File: src/rtl/spi_slave_ctrl_pkg.sv
// Shared types and constants for the parametrised SPI slave.
// State encoding, SPI mode decode and legal parameter ranges.
package spi_slave_pkg;

    typedef enum logic {
        ST_IDLE   = 1'b0,
        ST_ACTIVE = 1'b1
    } state_t;

    typedef struct packed {
        logic sample_rise;
        logic shift_rise;
    } edge_sel_t;

    localparam int WIDTH_MIN = 2;
    localparam int WIDTH_MAX = 32;
    localparam int SYNC_MIN  = 2;
    localparam int SYNC_MAX  = 4;

    // Leading edge is rise for CPOL=0; CPHA=1 moves sampling to the trailing edge.
    function automatic edge_sel_t mode_decode(input logic cpol, input logic cpha);
        edge_sel_t sel;
        sel.sample_rise = ~(cpol ^ cpha);
        sel.shift_rise  = cpol ^ cpha;
        return sel;
    endfunction

endpackage

File: src/rtl/spi_slave_ctrl_pin_sync.sv
// Multi-flop synchroniser for one asynchronous SPI pin, with rise/fall
// detection taken from the last two synchronised samples.
module spi_pin_sync
    import spi_slave_pkg::*;
#(
    parameter int   STAGES  = 2,
    parameter logic RST_VAL = 1'b0
) (
    input  logic clk,
    input  logic rst_n,
    input  logic i_d,
    output logic o_q,
    output logic o_rise,
    output logic o_fall
);

    logic [STAGES-1:0] r_sync;
    logic              r_prev;

    if (STAGES < SYNC_MIN || STAGES > SYNC_MAX) begin : g_bad_stages
        $error("spi_pin_sync: STAGES out of range");
    end

    // Synchroniser chain plus the extra flop used for edge detection.
    always_ff @(posedge clk or negedge rst_n) begin
        if (!rst_n) begin
            r_sync <= {STAGES{RST_VAL}};
            r_prev <= RST_VAL;
        end else begin
            r_sync <= {r_sync[STAGES-2:0], i_d};
            r_prev <= r_sync[STAGES-1];
        end
    end

    assign o_q    = r_sync[STAGES-1];
    assign o_rise = r_sync[STAGES-1] & ~r_prev;
    assign o_fall = ~r_sync[STAGES-1] & r_prev;

endmodule

File: src/rtl/spi_slave_ctrl.sv
// Full-duplex SPI slave, WIDTH bits per word, mode set by CPOL/CPHA.
// Define SPI_SLAVE_CTRL_STATUS_EN for rx_overrun/tx_underrun flags and the i_rx_ack port.
module spi_slave_ctrl
    import spi_slave_pkg::*;
#(
    parameter int WIDTH       = 8,
    parameter bit CPOL        = 1'b0,
    parameter bit CPHA        = 1'b0,
    parameter int SYNC_STAGES = 2
) (
    input  logic             clk,
    input  logic             rst_n,
    input  logic             i_sclk,
    input  logic             i_ssel,
    input  logic             i_mosi,
    output logic             o_miso,
    output logic [WIDTH-1:0] o_rx_data,
    output logic             o_rx_valid,
    input  logic [WIDTH-1:0] i_tx_data,
    input  logic             i_tx_valid,
`ifdef SPI_SLAVE_CTRL_STATUS_EN
    input  logic             i_rx_ack,
`endif
    output logic             o_tx_ready,
    output logic             o_busy,
    output logic             o_rx_overrun,
    output logic             o_tx_underrun
);

    localparam int        CNT_W    = $clog2(WIDTH);
    localparam edge_sel_t EDGE_SEL = mode_decode(CPOL, CPHA);

    if (WIDTH < WIDTH_MIN || WIDTH > WIDTH_MAX) begin : g_bad_width
        $error("spi_slave_ctrl: WIDTH out of range");
    end

    logic w_sclk_q, w_sclk_rise, w_sclk_fall;
    logic w_ssel_q, w_ssel_rise, w_ssel_fall;
    logic w_mosi_q, w_mosi_rise, w_mosi_fall;
    logic w_unused;

    spi_pin_sync #(.STAGES(SYNC_STAGES), .RST_VAL(CPOL)) u_sync_sclk (
        .clk    (clk),
        .rst_n  (rst_n),
        .i_d    (i_sclk),
        .o_q    (w_sclk_q),
        .o_rise (w_sclk_rise),
        .o_fall (w_sclk_fall)
    );

    spi_pin_sync #(.STAGES(SYNC_STAGES), .RST_VAL(1'b1)) u_sync_ssel (
        .clk    (clk),
        .rst_n  (rst_n),
        .i_d    (i_ssel),
        .o_q    (w_ssel_q),
        .o_rise (w_ssel_rise),
        .o_fall (w_ssel_fall)
    );

    spi_pin_sync #(.STAGES(SYNC_STAGES), .RST_VAL(1'b0)) u_sync_mosi (
        .clk    (clk),
        .rst_n  (rst_n),
        .i_d    (i_mosi),
        .o_q    (w_mosi_q),
        .o_rise (w_mosi_rise),
        .o_fall (w_mosi_fall)
    );

    assign w_unused = ^{w_sclk_q, w_mosi_rise, w_mosi_fall};

    state_t             r_state;
    state_t             w_state_nxt;
    logic [CNT_W-1:0]   r_bit_cnt;
    logic [WIDTH-1:0]   r_rx_shift;
    logic [WIDTH-1:0]   r_tx_shift;
    logic [WIDTH-1:0]   r_hold;
    logic [WIDTH-1:0]   r_rx_data;
    logic               r_tx_ready;
    logic               r_rx_valid;
    logic               r_word_done;
    logic               r_skip;
    logic               r_miso;
    logic [2:0]         r_settle;

    logic               w_armed;
    logic               w_enter;
    logic               w_leave;
    logic               w_sample;
    logic               w_shift;
    logic               w_last_bit;
    logic [WIDTH-1:0]   w_load_word;

    // A low ssel already present at reset release must not look like a new frame.
    assign w_armed = (r_settle == 3'(SYNC_STAGES + 1));

    // Counts synchroniser fill time after reset.
    always_ff @(posedge clk or negedge rst_n) begin
        if (!rst_n) begin
            r_settle <= 3'd0;
        end else if (!w_armed) begin
            r_settle <= r_settle + 3'd1;
        end
    end

    // State register.
    always_ff @(posedge clk or negedge rst_n) begin
        if (!rst_n) begin
            r_state <= ST_IDLE;
        end else begin
            r_state <= w_state_nxt;
        end
    end

    // Next state and per-cycle datapath strobes.
    always_comb begin
        w_state_nxt = r_state;
        w_enter     = 1'b0;
        w_leave     = 1'b0;
        w_sample    = 1'b0;
        w_shift     = 1'b0;
        case (r_state)
            ST_IDLE: begin
                if (w_ssel_fall && w_armed) begin
                    w_state_nxt = ST_ACTIVE;
                    w_enter     = 1'b1;
                end else begin
                    w_state_nxt = ST_IDLE;
                end
            end
            ST_ACTIVE: begin
                if (w_ssel_rise) begin
                    w_state_nxt = ST_IDLE;
                    w_leave     = 1'b1;
                end else begin
                    w_sample = EDGE_SEL.sample_rise ? w_sclk_rise : w_sclk_fall;
                    w_shift  = EDGE_SEL.shift_rise  ? w_sclk_rise : w_sclk_fall;
                end
            end
            default: begin
                w_state_nxt = ST_IDLE;
            end
        endcase
    end

    assign w_last_bit  = w_sample && (r_bit_cnt == CNT_W'(WIDTH - 1));
    assign w_load_word = r_tx_ready ? {WIDTH{1'b0}} : r_hold;

    // Transmit holding register and its valid/ready handshake.
    always_ff @(posedge clk or negedge rst_n) begin
        if (!rst_n) begin
            r_hold     <= {WIDTH{1'b0}};
            r_tx_ready <= 1'b1;
        end else if ((w_enter || w_last_bit) && !r_tx_ready) begin
            r_tx_ready <= 1'b1;
        end else if (i_tx_valid && r_tx_ready) begin
            r_hold     <= i_tx_data;
            r_tx_ready <= 1'b0;
        end
    end

    // Shift registers, bit counter and miso.
    // r_skip marks the first shift edge after a word load: present the MSB, do not shift.
    always_ff @(posedge clk or negedge rst_n) begin
        if (!rst_n) begin
            r_bit_cnt  <= {CNT_W{1'b0}};
            r_rx_shift <= {WIDTH{1'b0}};
            r_tx_shift <= {WIDTH{1'b0}};
            r_skip     <= 1'b0;
            r_miso     <= 1'b0;
        end else if (w_enter) begin
            r_bit_cnt  <= {CNT_W{1'b0}};
            r_tx_shift <= w_load_word;
            r_miso     <= w_load_word[WIDTH-1];
            r_skip     <= CPHA;
        end else if (w_leave) begin
            r_bit_cnt <= {CNT_W{1'b0}};
            r_miso    <= 1'b0;
            r_skip    <= 1'b0;
        end else if (w_sample) begin
            r_rx_shift <= {r_rx_shift[WIDTH-2:0], w_mosi_q};
            if (w_last_bit) begin
                r_bit_cnt  <= {CNT_W{1'b0}};
                r_tx_shift <= w_load_word;
                r_skip     <= 1'b1;
            end else begin
                r_bit_cnt <= r_bit_cnt + CNT_W'(1);
            end
        end else if (w_shift) begin
            if (r_skip) begin
                r_skip <= 1'b0;
                r_miso <= r_tx_shift[WIDTH-1];
            end else begin
                r_tx_shift <= {r_tx_shift[WIDTH-2:0], 1'b0};
                r_miso     <= r_tx_shift[WIDTH-2];
            end
        end
    end

    // Completed word is published one cycle after its last sample.
    always_ff @(posedge clk or negedge rst_n) begin
        if (!rst_n) begin
            r_word_done <= 1'b0;
            r_rx_valid  <= 1'b0;
            r_rx_data   <= {WIDTH{1'b0}};
        end else begin
            r_word_done <= w_last_bit;
            r_rx_valid  <= r_word_done;
            if (r_word_done) begin
                r_rx_data <= r_rx_shift;
            end
        end
    end

`ifdef SPI_SLAVE_CTRL_STATUS_EN
    logic r_rx_pending;
    logic r_rx_overrun;
    logic r_tx_underrun;

    // Sticky status; a frame start clears them, but an empty load at that start still counts.
    always_ff @(posedge clk or negedge rst_n) begin
        if (!rst_n) begin
            r_rx_pending  <= 1'b0;
            r_rx_overrun  <= 1'b0;
            r_tx_underrun <= 1'b0;
        end else begin
            if (r_word_done) begin
                r_rx_pending <= 1'b1;
            end else if (i_rx_ack) begin
                r_rx_pending <= 1'b0;
            end
            if (w_enter) begin
                r_rx_overrun <= 1'b0;
            end else if (r_word_done && r_rx_pending && !i_rx_ack) begin
                r_rx_overrun <= 1'b1;
            end
            if (w_enter) begin
                r_tx_underrun <= r_tx_ready;
            end else if (w_last_bit && r_tx_ready) begin
                r_tx_underrun <= 1'b1;
            end
        end
    end

    assign o_rx_overrun  = r_rx_overrun;
    assign o_tx_underrun = r_tx_underrun;
`else
    assign o_rx_overrun  = 1'b0;
    assign o_tx_underrun = 1'b0;
`endif

    assign o_miso     = r_miso;
    assign o_rx_data  = r_rx_data;
    assign o_rx_valid = r_rx_valid;
    assign o_tx_ready = r_tx_ready;
    assign o_busy     = ~w_ssel_q;

endmodule

File: config.mk
export PLATFORM = sky130hd
export DESIGN_NAME = spi_slave_ctrl
export DESIGN_NICKNAME = d
export VERILOG_FILES = /design/src/rtl/spi_slave_ctrl_pkg.sv /design/src/rtl/spi_slave_ctrl_pin_sync.sv /design/src/rtl/spi_slave_ctrl.sv
export SDC_FILE = /design/constraint.sdc
export NUM_CORES = 1
export LEC_CHECK = 0
export CAP_MARGIN = 15
export CORE_MARGIN = 10
export CORE_UTILIZATION = 50
export CTS_CLUSTER_SIZE = 40
export DETAILED_ROUTE_END_ITERATION = 10
export PLACE_DENSITY = 0.73
export SETUP_SLACK_MARGIN = 0.02
export SLEW_MARGIN = 30
export SYNTH_ARGS = -nofsm -noshare
export SYNTH_HDL_FRONTEND = slang
export SYNTH_SLANG_ARGS = --single-unit
File: constraint.sdc
create_clock -name clk -period 2 [get_ports clk]
set_input_delay 0.3 -clock clk [delete_from_list [all_inputs] [get_ports clk]]
set_output_delay 0.3 -clock clk [all_outputs]
set_load 0.005 [all_outputs]
==> flow_summary.yaml, run 1 <==
sta:
  setup_viol: 0
  rsz0062_at_grt: "false"
  clock_skew_ps: 13.4
  fin_tns_setup_ps: 0
  slew_violations: 0
  holdWs_ps: 361
  post-route-period-util: 0.903
  clock.fmax_ghz: 0.554
  finalHoldViolCount: 0
  min_period_ps: 1810
synthesis:
  yosysSeqAreaShare: 0.579
  synth_cell_type_count: 46
  syn-cell-area_um2: 2260
  synth_warnings: 0
  ys_ff_latch: 52
  async_reset_ff_frac: 1.00
  synth_edf_count: 0
  postSynthAreaPerCell_um2: 13.1
  synth_cells: 172
  ys.flop_type: "dfrtp_1"
route:
  met3_length_um: 267
  wl_um: 3920
  drc: 0
  drt_first_pass_iters: 4
  vias: 1379
  top_layer_used: "met4"
  wl_met2_um: 1970
  vias_per_cell: 5.41
  ant_nets: 0
  wl_per_cell_um: 15.4
  wl_met1_um: 1610
  drtIter0Drc: 57
worst_setup_path:
  slowest_delay_ps: 660
  crit_path_end_kind: "output port"
  rrSetupSlack_ps: 200
  critPathRequiredTime_ps: 1700
  cp_max_fo: 11
  crit_family: "flip-flops"
  slowest_stage: "dfstp_2"
  crit_arrival_ps: 1510
  start_kind: "flop"
  worstSetupPathType: "flop to output port"
  worstPathCellList: "clkdlybuf4s50_1"
  path_buf_inv: 1
clock_tree:
  ctsResizeCount: 0
  clock_sinks: 52
  htree_levels: 2
  cts_tree: "built"
  clock_latency_ps: 310
  cts_root_buf: "clkbuf_8"
  clk_path_buf_depth: 2
  cts_made_buffers: 5
  clk_pin_slew_ps: 90
power:
  ir_drop_v: 0.000639
  leakage_uw: 0.00119
  power_uw: 2660
  power.density_nw_per_um2: 1010
finish:
  syn_to_final_growth_pct: 16.3
  final.fill_count: 357
  finalNetCount: 220
  drive_gt1_frac: 0.232
  antenna_cells: 0
outcome:
  status: "complete, no violations"
placed_design:
  portBuffers: 25
  hpwl_um: 2950
  place.gp.congestion: 0.820
floorplan:
  die_w_um: 87.2
  row_count: 24
  die_h_um: 87.2
  ioPinCount: 28
  core_um2: 4350
  dieArea_um2: 7600
  start_util: 0.518
global_route:
  grt_overflow: 0
  antenna_found_initial: 0
  grt_max_degree: 24
  track_usage: 0.115
  grt_pass1_vias: 1414
  grt_pass1_wl_um: 6850
run:
  drv_cap: 0
min_path:
  hp-class: "input pin to asynchronous set/reset pin"
placed cells by master, fill, tap and decap left out, types with 2 or more instances in the layout:
cell             instances
buf_4                    3
clkdlybuf4s50_1         24
ha_1                     4
nor3b_2                  2
clkbuf_8                 5
mux2_2                  18
o21ai_0                  3
inv_1                    5
dfrtp_1                 48
dfstp_2                  4
nor3_1                   2
a2bb2oi_1                6
nand2_1                 28
nor2b_1                  6
conb_1                   2
a31oi_1                  2
nor2_1                   2
o22ai_1                  8
kinds of logic (layout without fill, tap and decap cells):
| group | Yosys count | after routing | share of synthesized area |
|---|---|---|---|
| AOI/OAI and AO/OA | 30 | 30 | 0.118 |
| DFF | 52 | 52 | 0.579 |
| muxes | 19 | 19 | 0.0943 |
| and+or+nand+nor | 53 | 53 | 0.143 |
| adders and majority gates | 4 | 4 | 0.0222 |
| buffers and inverters | 12 | 42 | 0.0377 |
| other | 1 | 2 | 0.00166 |
| xor gates and xnor gates | 1 | 1 | 0.00388 |
final cells by class:
type,instances,area (um2),share of cell area
multi-input cells,109,868,0.331
repair buffers,29,278,0.106
clock inverters,2,13.8,0.00525
inverters,5,18.8,0.00716
clock buffers,6,72.6,0.0277
well taps,52,65.1,0.0248
flip-flops and latches,52,1310,0.498
layer usage:
layer / vias to the layer above / GRT usage
met2: 36 / 0.183
met4: 0 / 0.0478
met5: - / 0
met3: 6 / 0.0440
li1: 658 / -
met1: 679 / 0.136
cell usage after synthesis, drive strengths merged, types with 2 or more instances:
| cell | n | area, um2 |
|---|---|---|
| a2bb2oi | 6 | 52.6 |
| a31oi | 3 | 33.8 |
| and2b | 3 | 26.3 |
| buf | 6 | 62.6 |
| dfrtp | 48 | 1200 |
| dfstp | 4 | 105 |
| ha | 4 | 50.1 |
| inv | 5 | 18.8 |
| mux2 | 18 | 203 |
| nand2 | 28 | 105 |
| nand3 | 2 | 27.5 |
| nand4 | 2 | 18.8 |
| nor2 | 2 | 7.51 |
| nor2b | 7 | 51.3 |
| nor3 | 2 | 10.0 |
| nor3b | 2 | 25.0 |
| o21ai | 5 | 36.3 |
| o22ai | 8 | 50.1 |
per-stage QoR:
stage	std cells	cell area (um2)	worst slack, ps	utilization
after global placement	246	2530	249	0.580
after floorplan	173	2260	327	-
after global routing	255	2620	55.0	0.602
after CTS	255	2620	160	0.602
final	255	2620	194	0.602
after detailed placement	246	2530	201	0.580
repair_timing:
item	4_1_cts	5_1_grt
endpoints found under the hold margin	4	0
buffers inserted	0	0
hold buffers	1	0
report_power, final:
group	internal [uW]	leakage, uW	total (uW)	switching (uW)
clock network	250	0.0000456	578	328
logic	347	0.000496	601	254
registers	1310	0.000646	1480	170
final timing paths:
check                                           start                     to  depth (start not counted)
min in group clk                u_sync_ssel.r_sync[0]  u_sync_ssel.r_sync[1]                          0
max in group asynchronous                       rst_n             o_tx_ready                          3
worst min register to register  u_sync_ssel.r_sync[0]  u_sync_ssel.r_sync[1]                          0
worst max register to register            r_settle[0]          r_tx_shift[5]                          6
worst min-delay path                            rst_n  u_sync_sclk.r_sync[0]                          2
worst max-delay path                       o_tx_ready             o_tx_ready                          1
registers in the layout, summed over array words and instances, names as in the netlist, 2 cells and up:
signal,count
u_sync_sclk.r_sync,2
r_tx_shift,8
r_bit_cnt,3
u_sync_ssel.r_sync,2
r_rx_shift,8
r_hold,8
u_sync_mosi.r_sync,2
o_rx_data,8
r_settle,3
Power figures use the tool's default switching activity.
==> run 2: changes to the inputs <==
--- a/config.mk
+++ b/config.mk
@@ -8,7 +8,6 @@
 export CAP_MARGIN = 15
 export CORE_MARGIN = 10
 export CORE_UTILIZATION = 50
-export CTS_CLUSTER_SIZE = 40
 export DETAILED_ROUTE_END_ITERATION = 10
 export PLACE_DENSITY = 0.73
 export SETUP_SLACK_MARGIN = 0.02
==> results of run 2 <==
Same layout as run 1: the final DEF is identical, and so are final timing and power.
